==> src/rtl/mmu_row_sequencer.sv <==
// -----------------------------------------------------------------------------
// mmu_row_sequencer
//
// Control-only sequencer that streams N input rows through the 8x8 MMU against
// one loaded weight set. Per command it loads the weights once, then for each
// row reads the row buffer, fires the MMU, waits for mmu_done and writes the
// result to the result buffer at a sequential address. It carries no data.
//
// Every output is a register loaded with the value that belongs to the state
// being entered, so an output is high exactly in the cycle its state is
// occupied. mmu_clear is the one exception: it is loaded from the command
// handshake and pulses in the first cycle after acceptance.
//
// Ports
//   clk, rst                       clock, synchronous active-high reset
//   cmd_valid / cmd_ready          command handshake (ready only in IDLE)
//   cmd_src_base, cmd_dst_base     first row-read / result-write address
//   cmd_num_rows                   rows to process (0 finishes immediately)
//   abort                          cancel the running command
//   wt_load_req / wt_load_ack      weight-register load handshake
//   rd_req, rd_addr / rd_valid     row read pulse and row-data-present
//   mmu_clear, mmu_start,
//   mmu_input_valid,
//   mmu_weight_valid / mmu_done    MMU control and completion
//   wr_valid, wr_addr / wr_ready   result write handshake
//   busy, done, error, rows_done   status (error is sticky until next command)
//
// TIMEOUT must be at least 1.
// -----------------------------------------------------------------------------
module mmu_row_sequencer #(
    parameter int ADDR_W  = 10,
    parameter int CNT_W   = 8,
    parameter int TIMEOUT = 16
) (
    input  logic              clk,
    input  logic              rst,
    input  logic              cmd_valid,
    output logic              cmd_ready,
    input  logic [ADDR_W-1:0] cmd_src_base,
    input  logic [ADDR_W-1:0] cmd_dst_base,
    input  logic [CNT_W-1:0]  cmd_num_rows,
    input  logic              abort,
    output logic              wt_load_req,
    input  logic              wt_load_ack,
    output logic              rd_req,
    output logic [ADDR_W-1:0] rd_addr,
    input  logic              rd_valid,
    output logic              mmu_clear,
    output logic              mmu_start,
    output logic              mmu_input_valid,
    output logic              mmu_weight_valid,
    input  logic              mmu_done,
    output logic              wr_valid,
    output logic [ADDR_W-1:0] wr_addr,
    input  logic              wr_ready,
    output logic              busy,
    output logic              done,
    output logic              error,
    output logic [CNT_W-1:0]  rows_done
);

    localparam int TMO_W = $clog2(TIMEOUT + 1);

    typedef enum logic [2:0] {
        S_IDLE  = 3'd0,
        S_WLOAD = 3'd1,
        S_RD    = 3'd2,
        S_RWAIT = 3'd3,
        S_FIRE  = 3'd4,
        S_MWAIT = 3'd5,
        S_WR    = 3'd6,
        S_FIN   = 3'd7
    } state_t;

    state_t            state_q, state_d;
    logic [ADDR_W-1:0] src_q, src_d;
    logic [ADDR_W-1:0] dst_q, dst_d;
    logic [CNT_W-1:0]  num_q, num_d;
    // rows_q counts completed writes and doubles as the current row index
    logic [CNT_W-1:0]  rows_q, rows_d;
    logic [TMO_W-1:0]  tmo_q, tmo_d;
    logic              err_q, err_d;
    logic              clear_d;

    logic              cmd_ready_q, busy_q, done_q, mmu_clear_q;
    logic              wt_load_req_q, rd_req_q, wr_valid_q;
    logic              mmu_start_q, mmu_weight_valid_q;
    logic [ADDR_W-1:0] rd_addr_q, wr_addr_q;

    logic [CNT_W-1:0]  rows_inc_s;
    logic [TMO_W-1:0]  tmo_dec_s;
    logic [ADDR_W-1:0] rd_addr_s, wr_addr_s;

    // Helper arithmetic; address sums wrap modulo 2^ADDR_W by truncation
    always_comb begin
        rows_inc_s = rows_q + {{(CNT_W-1){1'b0}}, 1'b1};
        tmo_dec_s  = tmo_q - {{(TMO_W-1){1'b0}}, 1'b1};
        rd_addr_s  = src_d + ADDR_W'(rows_d);
        wr_addr_s  = dst_d + ADDR_W'(rows_d);
    end

    // Next-state logic; abort takes priority over any progress in a busy state
    always_comb begin
        state_d = state_q;
        src_d   = src_q;
        dst_d   = dst_q;
        num_d   = num_q;
        rows_d  = rows_q;
        tmo_d   = tmo_q;
        err_d   = err_q;
        clear_d = 1'b0;
        case (state_q)
            S_IDLE: begin
                if (cmd_valid) begin
                    src_d   = cmd_src_base;
                    dst_d   = cmd_dst_base;
                    num_d   = cmd_num_rows;
                    rows_d  = {CNT_W{1'b0}};
                    err_d   = 1'b0;
                    clear_d = 1'b1;
                    state_d = (cmd_num_rows == {CNT_W{1'b0}}) ? S_FIN : S_WLOAD;
                end else begin
                    state_d = S_IDLE;
                end
            end
            S_WLOAD: begin
                if (abort) begin
                    state_d = S_FIN;
                end else if (wt_load_ack) begin
                    state_d = S_RD;
                end else begin
                    state_d = S_WLOAD;
                end
            end
            S_RD: begin
                state_d = abort ? S_FIN : S_RWAIT;
            end
            S_RWAIT: begin
                if (abort) begin
                    state_d = S_FIN;
                end else if (rd_valid) begin
                    state_d = S_FIRE;
                end else begin
                    state_d = S_RWAIT;
                end
            end
            S_FIRE: begin
                tmo_d   = TMO_W'(TIMEOUT);
                state_d = abort ? S_FIN : S_MWAIT;
            end
            S_MWAIT: begin
                if (abort) begin
                    state_d = S_FIN;
                end else if (mmu_done) begin
                    state_d = S_WR;
                end else begin
                    tmo_d = tmo_dec_s;
                    // The TIMEOUT-th silent cycle ends the command with error
                    if (tmo_dec_s == {TMO_W{1'b0}}) begin
                        err_d   = 1'b1;
                        state_d = S_FIN;
                    end else begin
                        state_d = S_MWAIT;
                    end
                end
            end
            S_WR: begin
                if (abort) begin
                    // Pending write is dropped and not counted
                    state_d = S_FIN;
                end else if (wr_ready) begin
                    rows_d  = rows_inc_s;
                    state_d = (rows_inc_s == num_q) ? S_FIN : S_RD;
                end else begin
                    state_d = S_WR;
                end
            end
            S_FIN: begin
                state_d = S_IDLE;
            end
            default: begin
                state_d = S_IDLE;
            end
        endcase
    end

    // State, command context and registered outputs decoded from the next state
    always_ff @(posedge clk) begin
        if (rst) begin
            state_q            <= S_IDLE;
            src_q              <= {ADDR_W{1'b0}};
            dst_q              <= {ADDR_W{1'b0}};
            num_q              <= {CNT_W{1'b0}};
            rows_q             <= {CNT_W{1'b0}};
            tmo_q              <= {TMO_W{1'b0}};
            err_q              <= 1'b0;
            cmd_ready_q        <= 1'b1;
            busy_q             <= 1'b0;
            done_q             <= 1'b0;
            mmu_clear_q        <= 1'b0;
            wt_load_req_q      <= 1'b0;
            rd_req_q           <= 1'b0;
            rd_addr_q          <= {ADDR_W{1'b0}};
            mmu_start_q        <= 1'b0;
            mmu_weight_valid_q <= 1'b0;
            wr_valid_q         <= 1'b0;
            wr_addr_q          <= {ADDR_W{1'b0}};
        end else begin
            state_q            <= state_d;
            src_q              <= src_d;
            dst_q              <= dst_d;
            num_q              <= num_d;
            rows_q             <= rows_d;
            tmo_q              <= tmo_d;
            err_q              <= err_d;
            cmd_ready_q        <= (state_d == S_IDLE);
            busy_q             <= (state_d != S_IDLE);
            done_q             <= (state_d == S_FIN);
            mmu_clear_q        <= clear_d;
            wt_load_req_q      <= (state_d == S_WLOAD);
            rd_req_q           <= (state_d == S_RD);
            rd_addr_q          <= (state_d == S_RD) ? rd_addr_s : {ADDR_W{1'b0}};
            mmu_start_q        <= (state_d == S_FIRE);
            // Weights stay valid from the load acknowledge until the command ends
            mmu_weight_valid_q <= (state_d inside {S_RD, S_RWAIT, S_FIRE, S_MWAIT, S_WR});
            wr_valid_q         <= (state_d == S_WR);
            wr_addr_q          <= (state_d == S_WR) ? wr_addr_s : {ADDR_W{1'b0}};
        end
    end

    assign cmd_ready        = cmd_ready_q;
    assign busy             = busy_q;
    assign done             = done_q;
    assign error            = err_q;
    assign rows_done        = rows_q;
    assign mmu_clear        = mmu_clear_q;
    assign wt_load_req      = wt_load_req_q;
    assign rd_req           = rd_req_q;
    assign rd_addr          = rd_addr_q;
    assign mmu_start        = mmu_start_q;
    assign mmu_input_valid  = mmu_start_q;
    assign mmu_weight_valid = mmu_weight_valid_q;
    assign wr_valid         = wr_valid_q;
    assign wr_addr          = wr_addr_q;

endmodule

==> config.mk <==
export PLATFORM = sky130hd
export DESIGN_NAME = mmu_row_sequencer
export DESIGN_NICKNAME = d
export VERILOG_FILES = /design/src/rtl/mmu_row_sequencer.sv
export SDC_FILE = /design/constraint.sdc
export NUM_CORES = 1
export LEC_CHECK = 0
export ABC_CLOCK_PERIOD_IN_PS = 8800
export CAP_MARGIN = 20
export CORE_MARGIN = 4
export CORE_UTILIZATION = 39
export CTS_CLUSTER_SIZE = 8
export DETAILED_ROUTE_END_ITERATION = 6
export REMOVE_ABC_BUFFERS = 1
export SLEW_MARGIN = 20
export SYNTH_ARGS = -nofsm -noshare
export SYNTH_HDL_FRONTEND = slang
export SYNTH_SLANG_ARGS = --single-unit
==> constraint.sdc <==
create_clock -name clk -period 8.8 [get_ports clk]
set_clock_uncertainty 0.05 [all_clocks]
set_input_delay 1.76 -clock clk [delete_from_list [all_inputs] [get_ports clk]]
set_output_delay 1.76 -clock clk [all_outputs]
set_load 0.1 [all_outputs]
Word-level counts from Yosys, hierarchy flattened
Index checks and enable logic that the tools add are counted.

operators by class
  mux-type cells = 32
  add/subtract/negate cells = 4
  bitwise operators = 3
  eq/ne operators = 19
  reductions and logical operators = 14

operators with widths
  operator               number
  $mux W10               4
  $mux W3                9
  $eq A3 B3 Y1 const B   8
  $mux W8                3
  $pmux W3 S8            1
  $add A10 B8 Y10        2
  $pmux W8 S2            1
  $eq A3 B2 Y1 const B   4
  $mux W2                5
  $mux W5                2
  $pmux W5 S2            1
  $add A8 B1 Y8 const B  1
  $eq A8 B8 Y1           1
  $logic_not A8 Y1       1
  $ne A2 B2 Y1 const B   4
  $eq A3 B1 Y1 const B   2
  $logic_not A3 Y1       2
  $reduce_or A2 Y1       3
  $logic_not A5 Y1       1
  $mux W1                5
  $reduce_and A5 Y1      1
  $reduce_bool A5 Y1     1
  $sub A5 B1 Y5 const B  1
  $reduce_bool A2 Y1     2
  5 further kinds        7

word-level totals
  input port bits = 36
  register bits after elaboration = 74
  output and inout bits = 39

Longest topological paths before layout
  word-level depth = 9
  depth in mapped cells = 15
  mapped depth without buffers = 13

Least setup slack after synthesis
OpenSTA, ideal clock, no wires.

  path type = input -> register
  start = in cmd_valid
  end = reg wr_addr_q[8] (netlist: wr_addr[8])
  buffers on the path = 2
  stages on the path = 13
  library setup time = 0.114 ns
  path slack = 4.309 ns
  arrival = 4.327 ns
  data required time = 8.636 ns
  cells stage by stage = or4b_1 clkbuf_1 clkbuf_1 nand2_1 nand2_1 ha_1 fa_1 a211oi_1 o21ai_0 a21o_1 a21oi_1 xor2_1 nor2_1

RTL lines
  element               line  text
  start, declared       37    input logic cmd_valid,
  $mux W10              114   if (cmd_valid) begin
  $mux W10              112   case (state_q)
  net dst_d[0]          77    logic [ADDR_W-1:0] dst_q, dst_d;
  $add A10 B8 Y10       99    wr_addr_s = dst_d + ADDR_W'(rows_d);
  end signal, assigned  207   wr_addr_q <= {ADDR_W{1'b0}};
  end signal, assigned  227   wr_addr_q <= (state_d == S_WR) ? wr_addr_s : {ADDR_W{1'b0}};
  end, declared         88    logic [ADDR_W-1:0] rd_addr_q, wr_addr_q;

The timed path passes the listed nets, and every way through them passes these cells.
A chain may end at the register's enable or synchronous reset.

Worst setup path in the final report
  start = in abort
  end = reg wr_addr_q[8] (netlist: wr_addr[8])

RTL lines
  element          line  text
  start, declared  42    input logic abort,
  $mux W8          168   if (abort) begin
  $pmux W8 S2      112
  net rows_d[0]    80    logic [CNT_W-1:0] rows_q, rows_d;
  $add A10 B8 Y10  99

The timed path passes the listed nets, and every way through them passes these cells.

==> flow_summary.json <==
{
  "grt_usage_pct": 16.7,
  "synth_top_area_share_pct": 38.8,
  "synth_cells": 459,
  "drive_above_1_share_pct": 6.02,
  "seqCellArea_mm2": 0.00148,
  "cts_buffer_depth": 2,
  "finalSetupViolations": 0,
  "wl_met3_um": 570,
  "area_growth_pct": 26.9,
  "rows": 35,
  "dieArea_mm2": 0.0114,
  "drt_first_pass_iters": 4,
  "synth_cell_types": 57,
  "finalWirelength_um": 9270,
  "wl_met2_um": 4440,
  "maxCapViolations": 0,
  "path_clk_slew_ps": 70,
  "antennaDiodeCount": 0,
  "post_drt_wl_per_cell_um": 14.0,
  "crit_required_ps": 8980,
  "finalMaxSlewViolations": 0,
  "rsz0062_at_grt": "no",
  "fin_nets": 584,
  "p_leak_nw": 1.95,
  "core-area_mm2": 0.00937,
  "clock_sinks": 74,
  "r2r_end": "wr_addr[8]$_SDFF_PP0_",
  "nFillCells": 949,
  "r2r-start": "state_q[0]$_SDFF_PP0_",
  "cts_tree": "yes",
  "ant_nets": 0,
  "grt-ovfl-total": 0,
  "crit_arrival_ps": 5140,
  "hold_viol": 0,
  "tightestPinTransition_ps": 1020,
  "wl_met1_um": 4170,
  "clk-insertion-delay-late_ps": 340,
  "place_congestion": 0.824,
  "slew_headroom_pct": 31.7,
  "cts_resized": 0,
  "total_power_uw": 889,
  "fmax_mhz": 202,
  "initial_core_util_pct": 40.7,
  "numCtsBuffers": 9,
  "io_buffer_count": 74,
  "htree_num_levels": 3,
  "min_from": "dst_q[7]$_SDFF_PP0_",
  "seq_area_frac_synth_pct": 38.8,
  "num_vias": 3379,
  "outcome": "complete, no violations",
  "critPathLaunchType": "input pin",
  "yosys_warnings": 0,
  "async_reset_ff_share_pct": 0,
  "multi_input_area_mm2": 0.00219,
  "min_period_over_period_pct": 56.3,
  "hpwl_um": 6820,
  "min_path_type": "flop to flop",
  "whs_path_depth": 2,
  "grt_pass1_vias": 3222,
  "synth_seq_cells": 74,
  "drc": 0,
  "antenna_found_initial": 0,
  "whs_endpoint": "dst_q[7]$_SDFF_PP0_",
  "post-cts-setup-buffer-count": 0,
  "cp_max_fo": 8,
  "powerDensity_mw_per_mm2": 184,
  "synth_edf_count": 0,
  "grt_max_degree": 42,
  "rr_worst_depth": 11,
  "endpoint_kind": "flop",
  "io_pins": 75,
  "irDropWorstVdd_mv": 0.122,
  "netlist_area_mm2": 0.00381,
  "rrSetupSlack_ps": 5400,
  "top_layer": "met4",
  "die_y_um": 107,
  "dieWidth_um": 107,
  "grt_pass1_wl_um": 15300,
  "drt_iter0_markers": 148,
  "yosysTopAreaCell": "dfxtp_1",
  "avgSynthCellArea_um2": 8.31,
  "layout_common_cells": "nand2_1, dfxtp_1, clkdlybuf4s50_1",
  "period_needed_ps": 4960,
  "finalSetupTns_ps": 0,
  "routed_via_density": 5.11,
  "cts_hold_buf": 0,
  "worstSetupPathType": "input pin to flop",
  "final_common_cell": "nand2_1",
  "ys.flop_type": "dfxtp_1",
  "synthTopCellsByArea": "dfxtp_1, nand2_1, ha_1",
  "cts_root_buffer": "clkbuf_8"
}
-- metal layers --
layer | up-vias | global-route usage [%]
met5 | - | 0
li1 | 1738 | -
met3 | 10 | 4.88
met1 | 1542 | 21.0
met2 | 89 | 27.9
met4 | 0 | 4.38
-- metrics by stage --
| stage | hold slack [ps] | cells | util, % | worst slack [ps] | instance area, um2 |
|---|---|---|---|---|---|
| floorplan | 388 | 438 | - | 3020 | 3700 |
| global placement | 401 | 645 | 49.5 | 3590 | 4640 |
| detailed placement | 407 | 645 | 49.5 | 3500 | 4640 |
| CTS | 417 | 661 | 51.6 | 3850 | 4840 |
| global route | 433 | 661 | 51.6 | 3470 | 4840 |
| finish | 413 | 661 | 51.6 | 3840 | 4840 |
-- how the worst max path moves through the flow --
| stage | from | to | cells after the start |
|---|---|---|---|
| after detailed placement | abort | wr_addr[8]$_SDFF_PP0_ | 14 |
| after global routing | abort | wr_addr[8]$_SDFF_PP0_ | 14 |
| final | abort | wr_addr[8]$_SDFF_PP0_ | 14 |
| after floorplan | cmd_valid | wr_addr[9]$_SDFF_PP0_ | 10 |
| after global placement | abort | wr_addr[8]$_SDFF_PP0_ | 14 |
| after CTS | abort | wr_addr[8]$_SDFF_PP0_ | 14 |
-- critical path, cell delays in order --
cell             delay (ps)
clkdlybuf4s50_1         540
nor2b_1                 330
a31oi_1                 120
or2_2                   370
nand2_1                  80
o21ai_0                 160
ha_1                    280
fa_1                    440
a211oi_1                290
o21ai_0                 200
a21o_1                  190
a21oi_1                 160
xor2_1                  180
nor2_1                   50
-- cell usage after synthesis, types with 2 or more instances --
master / n
nor2b_1: 7
o21ai_0: 25
o211ai_1: 2
nor4_1: 3
nand4_1: 4
fa_1: 2
buf_6: 3
xor2_1: 4
a211oi_1: 9
and3_1: 5
nand2b_1: 4
inv_1: 9
nor3_1: 10
nor3b_1: 3
o31ai_1: 2
ha_1: 19
xnor2_1: 13
clkbuf_1: 11
a21oi_1: 42
a31o_1: 2
a22oi_1: 2
nand2_1: 89
a21o_1: 9
a211oi_2: 3
dfxtp_1: 74
buf_2: 5
nand3_1: 6
a31oi_1: 7
o221a_2: 2
and2_1: 18
nor2_1: 34
o21a_1: 5
or3_1: 2
-- flip-flops by register name, summed over array words and instances (netlist names), 3 cells and up --
signal and count:
num_q 8, state_q 3, wr_addr 10, src_q 10, rows_done 8, rd_addr 10
tmo_q 5, dst_q 10
-- power breakdown --
part           switching, mW  internal [mW]  total [mW]
combinational          0.159         0.0860       0.245
clock                  0.120          0.147       0.266
sequential            0.0183          0.359       0.377
-- layout make-up --
type,count,area share [%]
Timing Repair Buffer,78,15.9
Clock inverter,2,0.724
Multi-Input combinational cell,354,45.3
Tap cell,129,3.34
Sequential cell,74,30.6
Inverter,10,0.776
Clock buffer,14,3.36
-- kinds of logic after synthesis --
kind of cell    synth area share [%]
mux                            0.262
simple gates                    24.8
compound gates                  20.5
buf+inv                         3.90
xor+xnor                        4.33
fa+ha+maj                       7.28
flops                           38.8
Power figures use the tool's default switching activity.
